`config.mk`:
```
export PLATFORM = sky130hd
export DESIGN_NAME = uart_rx_fifo
export DESIGN_NICKNAME = d
export VERILOG_FILES = /design/src/rtl/uart_rx_fifo.sv
export SDC_FILE = /design/constraint.sdc
export NUM_CORES = 1
export LEC_CHECK = 0
export CORE_ASPECT_RATIO = 0.75
export CORE_UTILIZATION = 40
export CTS_CLUSTER_SIZE = 40
export DETAILED_ROUTE_END_ITERATION = 16
export SYNTH_ARGS = -nofsm -noshare
export SYNTH_HDL_FRONTEND = slang
export SYNTH_SLANG_ARGS = --single-unit
```
`constraint.sdc`:
```
create_clock -name baud -period 2.77 [get_ports baud]
set_input_delay 0.554 -clock baud [delete_from_list [all_inputs] [get_ports baud]]
set_output_delay 0.554 -clock baud [all_outputs]
set_load 0.05 [all_outputs]
```
`src/rtl/uart_rx_fifo.sv`:
```
// rtl/uart_rx_fifo.sv - UART receive FWFT buffer with error and drop statistics
module uart_rx_fifo #(
    parameter int DATA_W = 8,
    parameter int DEPTH  = 16,
    parameter int CNT_W  = 8
) (
    input  logic                       baud,
    input  logic                       reset_n,
    input  logic [DATA_W-1:0]          rx_data,
    input  logic                       rx_done,
    input  logic                       rx_error,
    input  logic                       flush,
    input  logic                       clr_stats,
    output logic [DATA_W-1:0]          rd_data,
    output logic                       rd_valid,
    input  logic                       rd_ready,
    output logic [$clog2(DEPTH):0]     count,
    output logic                       full,
    output logic                       empty,
    output logic                       overflow,
    output logic [CNT_W-1:0]           err_cnt,
    output logic [CNT_W-1:0]           drop_cnt
);
    localparam int AW = $clog2(DEPTH);
    localparam int CW = AW + 1;
    localparam logic [CW-1:0]    DEPTH_C = CW'(DEPTH);
    localparam logic [CNT_W-1:0] CNT_MAX = {CNT_W{1'b1}};

    logic [DATA_W-1:0] mem [DEPTH];

    logic [AW-1:0]    wr_ptr_q, wr_ptr_d;
    logic [AW-1:0]    rd_ptr_q, rd_ptr_d;
    logic [CW-1:0]    count_q, count_d;
    logic             overflow_q, overflow_d;
    logic [CNT_W-1:0] err_cnt_q, err_cnt_d;
    logic [CNT_W-1:0] drop_cnt_q, drop_cnt_d;
    logic             done_q, done_d;
    logic             err_q, err_d;

    logic wr_req, err_evt, pop, wr_en, pop_en, drop;

    // Status flags come from the registered count only, so rd_ready never reaches them.
    always_comb begin
        full     = (count_q == DEPTH_C);
        empty    = (count_q == '0);
        rd_valid = !empty;
        count    = count_q;
        rd_data  = mem[rd_ptr_q];
        overflow = overflow_q;
        err_cnt  = err_cnt_q;
        drop_cnt = drop_cnt_q;
    end

    // Strobe edge detection, write/pop qualification and next-state computation.
    always_comb begin
        done_d  = rx_done;
        err_d   = rx_error;
        wr_req  = rx_done & ~done_q;
        err_evt = rx_error & ~err_q;
        pop     = rd_valid & rd_ready;
        // A pop on a full FIFO frees the slot the incoming byte lands in.
        wr_en   = wr_req & (~full | pop) & ~flush;
        pop_en  = pop & ~flush;
        // A byte swallowed by a flush is discarded on purpose, not dropped.
        drop    = wr_req & full & ~pop & ~flush;

        wr_ptr_d = wr_ptr_q;
        rd_ptr_d = rd_ptr_q;
        count_d  = count_q;
        if (flush) begin
            wr_ptr_d = '0;
            rd_ptr_d = '0;
            count_d  = '0;
        end else begin
            if (wr_en) wr_ptr_d = wr_ptr_q + 1'b1;
            if (pop_en) rd_ptr_d = rd_ptr_q + 1'b1;
            if (wr_en && !pop_en) count_d = count_q + 1'b1;
            else if (!wr_en && pop_en) count_d = count_q - 1'b1;
        end

        overflow_d = overflow_q;
        err_cnt_d  = err_cnt_q;
        drop_cnt_d = drop_cnt_q;
        if (clr_stats) begin
            overflow_d = 1'b0;
            err_cnt_d  = '0;
            drop_cnt_d = '0;
        end else begin
            if (drop) begin
                overflow_d = 1'b1;
                if (drop_cnt_q != CNT_MAX) drop_cnt_d = drop_cnt_q + 1'b1;
            end
            if (err_evt && err_cnt_q != CNT_MAX) err_cnt_d = err_cnt_q + 1'b1;
        end
    end

    // Control and statistics registers.
    always_ff @(posedge baud or negedge reset_n) begin
        if (!reset_n) begin
            wr_ptr_q   <= '0;
            rd_ptr_q   <= '0;
            count_q    <= '0;
            overflow_q <= 1'b0;
            err_cnt_q  <= '0;
            drop_cnt_q <= '0;
            done_q     <= 1'b0;
            err_q      <= 1'b0;
        end else begin
            wr_ptr_q   <= wr_ptr_d;
            rd_ptr_q   <= rd_ptr_d;
            count_q    <= count_d;
            overflow_q <= overflow_d;
            err_cnt_q  <= err_cnt_d;
            drop_cnt_q <= drop_cnt_d;
            done_q     <= done_d;
            err_q      <= err_d;
        end
    end

    // Byte storage; contents need no reset because count gates visibility.
    always_ff @(posedge baud) begin
        if (wr_en) mem[wr_ptr_q] <= rx_data;
    end
endmodule
```
==> metrics.txt, run 1 <==
Max Freq=approximately 0.37 GHz; post-detail-place hpwl=between 9 and 10 mm; Max Cap Viol=0; first-pass GRT wire length=23.09 mm; Initial Utilization=a little over two fifths; Core Footprint=16370 µm²; row cnt=40; CTS tree=yes; Worst-path clk slew=60 ps; final wirelength=15.01 mm; Final period util=between 90 and 100%; Critical Path Fanout Max=8; number of flops mapped to enable cells by yosys=between 100 and 150; max_slew headroom=between 50% and 60%; fin nets=between 500 and 600; top cells by count, synth=edfxtp_1, mux2i_1, dfrtp_1; vias in the first global route=slightly above 4000; final number of setup-violating endpoints=0; Worst Hold Endpoint=overflow$_DFFE_PN0P_; critical path cell sequence=buf_4, buf_12, mux4_2, a22oi_1, nand2_1, buf_6; hold_sp=overflow$_DFFE_PN0P_; actual slew at the worst max-slew pin=651.8 ps; Initial DRT Pass Iterations=12; share of power burned in the clock network=between 30% and 40%; Sw Share=roughly 30%; clk sink count=160; reg2reg start=count[1]$_DFFE_PN0P_; Yosys cell types=54; Crit. End Element=output port; violated checks=DRC; Port Buffers=between 40 and 50; pins over their slew limit=0; P_int=about 5 mW; Reg2Reg Depth=8; Mean Syn Cell Area=around 15 µm²; FILL cells=1310; Total Power=6.942 mW; Critical Path RT=2220 ps; top-area cell type share of the netlist area=56.33%; Flop pwr share=around two fifths; VDD IR max=approximately 0.00044 V; worst skew pair latency=roughly 420 ps; fraction of layout cells with a size suffix above 1=between 20% and 30%; post-synthesis register bit count=160; Static Leakage=3.075 nW; Max stage delay on crit path=about 540 ps; RSZ-0062 raised after global routing=yes; Final Wtd Congestion=about 0.8; post-synth top area cell=edfxtp_1; family with the most delay on the worst path=multiplexers; Vias/cell=between 5 and 6; CP bufs+invs=3; area delta synth->final=27.39%; die width=~150 µm; Total Die Area=about 18000 µm²; via count=4213; wire length per cell=about 20 µm; clk buf depth=2; Synth area leaders=edfxtp_1, dfrtp_1, mux4_2, mux2i_1, a221oi_1; R2R Path End=count[4]$_DFFE_PN0P_; Mapped Cells=about 440; Worst Setup Path Type=reg -> out; Comb pwr share=28.6%; Post-Layout Cell Count=~760; ys async rst share=around 20%; ANT cells=0; Final ANT Viol Nets=0; Post-Route Setup TNS=0 ps; CP arrival=between 2000 and 2500 ps; Synth Cell Area=roughly 6800 µm²; Final Hold Vio Count=0; CTS H-tree lvls=4; Seq/Total Area, Yosys=between 60% and 70%; Root Driver=clkbuf_16; clk_skew=between 10 and 15 ps; Num CTS Buffers=17; CTS Hold Bufs=0; GRT Residual Overflow=0; initial DRC count=roughly 290; synth warn=0; Hold Path Depth=1; switching power=about 2.1 mW; Residual DRC=1; largest net degree at the start of global routing=33; antenna violations before repair=0; minimum clock period=2724 ps; r2r setup slk=~150 ps; Synth Net Count=roughly 470; slowest stage cell, crit path=mux4_2; critical path startpoint category=flop; most common cell in the netlist=edfxtp_1; Total GRT Usage=about 18%; pwr/cell area=798.5 nW/µm²; Die Y=~120 µm; Placed Cells=~720; I/O pins=48; status=complete, but fails checks; worst hold path class=reg -> reg; Primary FF master, synth=edfxtp_1
## logic make-up after synthesis
kind of cell    count (synthesis)  synth area share [%]
buf+inv                        31                 1.907
fa+ha+maj                      12                 2.310
xor+xnor                       10                 1.283
mux                            56                 11.46
flops                         160                 68.06
compound gates                 74                 7.756
simple gates                   99                 7.224
## cells in the final DEF (no fill, tap or decap), drive strengths merged, types with 4 or more instances in the layout
| master | synthesis | routed |
|---|---|---|
| mux2i | 35 | 35 |
| xor2 | 4 | 4 |
| clkinvlp | 0 | 4 |
| xnor2 | 6 | 6 |
| nor2 | 29 | 29 |
| clkbuf | 16 | 20 |
| a22oi | 8 | 8 |
| o31ai | 4 | 4 |
| clkdlybuf4s50 | 0 | 36 |
| mux2 | 5 | 5 |
| inv | 8 | 10 |
| buf | 6 | 62 |
| nand3 | 12 | 12 |
| nor2b | 4 | 4 |
| or4 | 5 | 5 |
| nand2 | 20 | 20 |
| ha | 11 | 11 |
| o21ai | 15 | 15 |
| nand2b | 4 | 4 |
| nor3 | 9 | 9 |
| mux4 | 16 | 16 |
| a221oi | 16 | 16 |
| edfxtp | 128 | 128 |
| a21oi | 15 | 15 |
| dfrtp | 32 | 32 |
| clkinv | 1 | 7 |
## state kept, by name, summed over array words and instances, names as in the netlist, 4 cells and up
register / flops
drop_cnt: 8
count: 5
rd_ptr_q: 4
err_cnt: 8
wr_ptr_q: 4
mem: 128
## power groups by stage
stage / Clock [mW] / Sequential, mW / Combinational [mW]
6_report: 2.26 / 2.70 / 1.98
5_1_grt: 2.41 / 2.70 / 2.11
4_1_cts: 2.31 / 2.70 / 1.79
3_5_place_dp: 0 / 2.74 / 1.73
3_3_place_gp: 0 / 2.74 / 1.70
2_1_floorplan: 0 / 2.87 / 1.03
## worst max path at each step
stage	startpoint	to	cells after the start
detailed placement	rd_ready	count[4]$_DFFE_PN0P_	9
global route	rd_ptr_q[1]$_DFFE_PN0P_	rd_data[3]	6
global placement	rd_ready	count[4]$_DFFE_PN0P_	9
finish	rd_ptr_q[0]$_DFFE_PN0P_	rd_data[1]	6
CTS	rd_ptr_q[0]$_DFFE_PN0P_	rd_data[0]	6
floorplan	count[1]$_DFFE_PN0P_	count[4]$_DFFE_PN0P_	9
## metrics by stage
step / setup slack, ps / cell area (µm²) / util [%] / hold slack (ps)
floorplan: -82.93 / 6848 / - / 258.4
global placement: -2.240 / 7836 / 47.88 / 484.4
detailed placement: -35.19 / 7836 / 47.88 / 491.9
CTS: 0.8351 / 8488 / 51.87 / 509.6
global route: -29.07 / 8693 / 53.12 / 551.8
finish: 46.38 / 8693 / 53.12 / 504.9
## routing by layer
| layer | routed length (µm) | share of wire, % | up-vias | global-route usage [%] |
|---|---|---|---|---|
| met3 | 719 | 4.8 | 15 | 5.051 |
| met5 | 0 | 0 | - | 0 |
| met4 | 142 | 0.95 | 0 | 5.859 |
| li1 | - | - | 1941 | - |
| met1 | 7192 | 48 | 2165 | 24.76 |
| met2 | 6955 | 46 | 92 | 27.43 |
## final cells by class
| class | instances | area [µm²] | area share [%] |
|---|---|---|---|
| Sequential cell | 160 | 4649 | 53.48 |
| Multi-Input combinational cell | 251 | 2185 | 25.13 |
| Timing Repair Buffer | 101 | 992.2 | 11.41 |
| Clock buffer | 18 | 429.2 | 4.937 |
| Tap cell | 210 | 262.8 | 3.022 |
| Clock inverter | 14 | 141.4 | 1.626 |
| Inverter | 9 | 33.78 | 0.3886 |
## repair_timing
action,in CTS,in global routing
pin swaps,1,12
setup endpoints to repair,9,9
setup buffers,1,5
gates cloned,1,2
gates resized for setup,9,28
No activity file was read; power rests on OpenSTA's default activity.
==> inputs of run 2 (changes only) <==
--- a/config.mk
+++ b/config.mk
@@ -9,6 +9,7 @@
 export CORE_UTILIZATION = 40
 export CTS_CLUSTER_SIZE = 40
 export DETAILED_ROUTE_END_ITERATION = 16
+export SKIP_LAST_GASP = 1
 export SYNTH_ARGS = -nofsm -noshare
 export SYNTH_HDL_FRONTEND = slang
 export SYNTH_SLANG_ARGS = --single-unit
==> metrics.txt, run 2 (same netlist as run 1, synthesis figures left out) <==
CTS H-tree lvls=4; Most flops, register=mem; Residual DRC=1; CP arrival=2190 ps; clk sink count=160; Core Footprint=16370 µm²; Total GRT Usage=17.89%; final wirelength=about 15 mm; max_slew headroom=54.97%; GRT busiest layer=met2; violated checks=DRC; Critical Path RT=2220 ps; clk buf depth=2; status=complete, but fails checks; VDD IR max=around 0.00046 V; Die Y=around 120 µm; die width=roughly 150 µm; area delta synth->final=28.03%; slowest stage cell, crit path=dfrtp_2; I/O pins=48; Final period util=between 90% and 100%; Worst Setup Path Type=reg -> out; Worst-path clk slew=approximately 60 ps; placed cell areas=around 7800 µm²; Port Buffers=47; Worst Slack Setup Final=about 25 ps; Post-Layout Cell Count=around 770; leading cell type in the layout, fill and taps excluded=edfxtp_1; critical path startpoint category=flop; RSZ-0062 raised after global routing=yes; initial DRC count=268; Crit. End Element=output port; Initial DRT Pass Iterations=12; clk_skew=about 12 ps; CTS tree=yes; fin nets=about 570; Num CTS Buffers=17; worst skew pair latency=420 ps; antenna violations before repair=0; FILL cells=around 1300; Initial Utilization=approximately two fifths; GRT met1 Usage=between 20% and 30%; worst slack at placement=-35.19 ps; pins over their slew limit=0; row cnt=40; Final Wtd Congestion=roughly 0.80; Static Leakage=slightly above 3 nW; fraction of layout cells with a size suffix above 1=26.70%; minimum clock period=2745 ps; post-detail-place hpwl=about 9.5 mm; Max stage delay on crit path=roughly 510 ps; Vias/cell=between 5 and 6; grt met2 use=27.43%; pwr/cell area=approximately 800 nW/µm²; Max Cap Viol=0; Critical Path Fanout Max=8; M3 GR Usage=under 10%; final instance area=between 8000 and 9000 µm²; final number of setup-violating endpoints=0; family with the most delay on the worst path=compound AO/OA/AOI/OAI gates; Final ANT Viol Nets=0; critical path cell sequence=buf_12, buf_16, mux2i_1, a221oi_2, a22oi_1, nand2_1, buf_6; CP bufs+invs=3; most frequent cells in the layout=edfxtp_1, buf_4, clkdlybuf4s50_1; wire length per cell=19.29 µm; Root Driver=clkbuf_16; Final Hold Vio Count=0; via count=about 4200; Max Freq=about 0.36 GHz; worst hold path class=reg -> reg; actual slew at the worst max-slew pin=approximately 670 ps; largest net degree at the start of global routing=33; max reg flops=between 100 and 150; Placed Cells=around 720; GRT Residual Overflow=0; ANT cells=0; Total Die Area=about 18000 µm²; first-pass GRT wire length=around 23 mm; fin util=53.39%; vias in the first global route=approximately 4000
run 2: area by class of cell:
class	count	area, µm²	area share, %
Clock inverter	14	141.4	1.618
Timing Repair Buffer	106	1031	11.80
Sequential cell	160	4649	53.21
Clock buffer	18	429.2	4.912
Multi-Input combinational cell	251	2190	25.06
Inverter	9	33.78	0.3867
Tap cell	210	262.8	3.007
run 2: final timing paths:
check                                   startpoint                      end  slack [ps]  cells past startpoint
max                        rd_ptr_q[0]$_DFFE_PN0P_               rd_data[3]          20                      7
min                           overflow$_DFFE_PN0P_     overflow$_DFFE_PN0P_         510                      1
max reg2reg                   count[1]$_DFFE_PN0P_     count[4]$_DFFE_PN0P_         150                      8
min reg2reg                   overflow$_DFFE_PN0P_     overflow$_DFFE_PN0P_         510                      1
max in group asynchronous                  reset_n  rd_ptr_q[0]$_DFFE_PN0P_        1900                      2
min in group asynchronous                  reset_n     count[4]$_DFFE_PN0P_         540                      2
run 2: stage by stage:
| stage | setup TNS [ps] | power [mW] | hold WS [ps] |
|---|---|---|---|
| floorplan | -82.93 | 3.904 | 258.4 |
| global placement | -2.240 | 4.447 | 484.4 |
| detailed placement | -35.19 | 4.471 | 491.9 |
| CTS | -15.26 | 6.793 | 509.6 |
| global route | -208.2 | 7.262 | 551.8 |
| finish | 0 | 6.974 | 507.0 |
run 2: timing repair:
action | in CTS | in global routing
gates cloned | 1 | 2
setup endpoints to repair | 9 | 9
hold buffers | 0 | 0
pin swaps | 0 | 13
buffers inserted | 1 | 10
gates resized for setup | 8 | 26
run 2: worst register-to-register path, delay by kind of cell, from the launching register on:
kind	cells	cell delay, ps
DFF	1	400
adders and majority gates	1	380
and+or+nand+nor	3	930
AOI/OAI and AO/OA	4	860
run 2: report_power, final:
group	total [mW]	internal (mW)	switching [mW]	leakage [nW]
clock network	2.26	1.32	0.941	0.265
registers	2.71	2.65	0.0516	1.58
logic	2.00	0.940	1.06	1.26
total	6.97	4.92	2.06	3.10
run 2: per-layer routing:
metal / routed length, µm / vias to the layer above
li1: - / 1955
met3: 692 / 14
met2: 6956 / 81
met5: 0 / -
met1: 7018 / 2143
met4: 148 / 0
==> inputs of run 3 (changes only) <==
--- a/config.mk
+++ b/config.mk
@@ -6,6 +6,7 @@
 export NUM_CORES = 1
 export LEC_CHECK = 0
 export CORE_ASPECT_RATIO = 0.75
+export CORE_MARGIN = 3
 export CORE_UTILIZATION = 40
 export CTS_CLUSTER_SIZE = 40
 export DETAILED_ROUTE_END_ITERATION = 16
==> metrics.txt, run 3 (same netlist as run 1, synthesis figures left out) <==
status=finished clean; Final Wtd Congestion=about 0.84; Reg2Reg Depth=8; actual slew at the worst max-slew pin=667.6 ps; pins over their slew limit=0; Worst Hold Endpoint=overflow$_DFFE_PN0P_; most frequent cells in the layout=edfxtp_1, buf_4, clkdlybuf4s50_1; CP arrival=roughly 2200 ps; area delta synth->final=24.75%; via count=a little over 4000; Residual DRC=0; row cnt=40; Post-Route Setup TNS=0 ps; Max Cap Viol=0; Crit. End Element=output port; post-detail-place hpwl=between 9 and 10 mm; vias in the first global route=about 4100; CTS tree=yes; pwr/cell area=between 700 and 800 nW/µm²; clk_skew=between 9 and 10 ps; final wirelength=between 10 and 15 mm; Core Footprint=~16000 µm²; Critical Path RT=between 2000 and 2500 ps; Final period util=98.48%; I/O pins=between 40 and 50; Root Driver=clkbuf_16; reg2reg start=count[1]$_DFFE_PN0P_; critical path startpoint category=flop; Initial Utilization=between 40% and 50%; Static Leakage=~3 nW; Final Hold Vio Count=0; Worst-path clk slew=60 ps; Worst Setup Path Type=reg -> out; Critical Path Fanout Max=10; GRT Residual Overflow=0; ANT cells=0; VDD IR max=0.0004170 V; clk sink count=160; fraction of layout cells with a size suffix above 1=approximately 25%; CTS Hold Bufs=0; R2R Path End=count[4]$_DFFE_PN0P_; CTS H-tree lvls=4; Most flops, register=mem; r2r setup slk=150 ps; die width=156.8 µm; max_slew headroom=55.35%; first-pass GRT wire length=roughly 23 mm; final number of setup-violating endpoints=0; hold_sp=overflow$_DFFE_PN0P_; Die Y=~120 µm; RSZ-0062 raised after global routing=yes; leading cell type in the layout, fill and taps excluded=edfxtp_1; wire length per cell=roughly 19 µm; initial DRC count=between 300 and 400; Hold Slack=around 500 ps; FILL cells=~1300; Initial DRT Pass Iterations=5; fin nets=about 560; fin util=roughly 52%; Hold Path Depth=1; clk buf depth=2; Total Die Area=between 15000 and 20000 µm²; Port Buffers=47; Total Power=6.660 mW; Max Freq=0.3666 GHz; worst skew pair latency=about 410 ps; minimum clock period=between 2000 and 3000 ps; Final ANT Viol Nets=0; worst hold path class=reg -> reg; antenna violations before repair=0; Total GRT Usage=16.32%; max reg flops=~130; Num CTS Buffers=17; Vias/cell=between 5 and 6; largest net degree at the start of global routing=33
[run 3: cell count changes in the layout (fill, tap and decap cells not counted), sizes merged]
cell and change:
inv -1, bufinv -1, buf -7, clkinv +2, clkbuf -2, clkinvlp -1
[run 3: layer usage]
layer,up-vias,share of wire (%),track usage (%)
li1,1921,-,-
met1,2091,48,23.96
met2,95,46,23.95
met3,14,4.3,4.141
met4,0,1.4,5.030
met5,-,0,0
[run 3: worst max-delay path by stage]
stage / end / startpoint / slack [ps]
final: rd_data[1] / rd_ptr_q[2]$_DFFE_PN0P_ / 40
after global routing: rd_data[1] / rd_ptr_q[2]$_DFFE_PN0P_ / -70
after CTS: rd_data[6] / rd_ptr_q[0]$_DFFE_PN0P_ / 5
after detailed placement: count[4]$_DFFE_PN0P_ / rx_done / -80
after global placement: count[4]$_DFFE_PN0P_ / rd_ready / 20
after floorplan: count[4]$_DFFE_PN0P_ / count[1]$_DFFE_PN0P_ / -80
[run 3: repair_timing]
item	CTS	global route
buffers inserted	1	5
pin swaps	0	2
resized for setup	3	17
endpoints found under the setup margin	9	9
cloned	1	0
[run 3: area by class of cell]
| class | count | area, µm² | area share (%) |
|---|---|---|---|
| Tap cell | 210 | 262.8 | 3.086 |
| Clock buffer | 18 | 429.2 | 5.041 |
| Multi-Input combinational cell | 251 | 2163 | 25.41 |
| Inverter | 9 | 33.78 | 0.3968 |
| Sequential cell | 160 | 4649 | 54.61 |
| Clock inverter | 13 | 97.59 | 1.146 |
| Timing Repair Buffer | 97 | 877.1 | 10.30 |
[run 3: where the power goes]
part	internal (mW)	switching (mW)
sequential	2.66	0.0407
clock	1.21	0.888
combinational	0.809	1.05
[run 3: critical path, cell delays in order, from the launching register on]
cell	delay (ps)
dfrtp_1	390
buf_4	180
and2_1	170
buf_4	180
a221oi_1	380
o21ai_0	160
nand2_1	110
buf_4	200
[run 3: stage by stage]
| stage | cell area, µm² | worst slack (ps) | std cells |
|---|---|---|---|
| after floorplan | 6848 | -82.93 | 442 |
| after global placement | 7821 | 15.46 | 720 |
| after detailed placement | 7821 | -81.40 | 720 |
| after CTS | 8396 | 4.942 | 753 |
| after global routing | 8513 | -65.54 | 758 |
| final | 8513 | 42.09 | 758 |
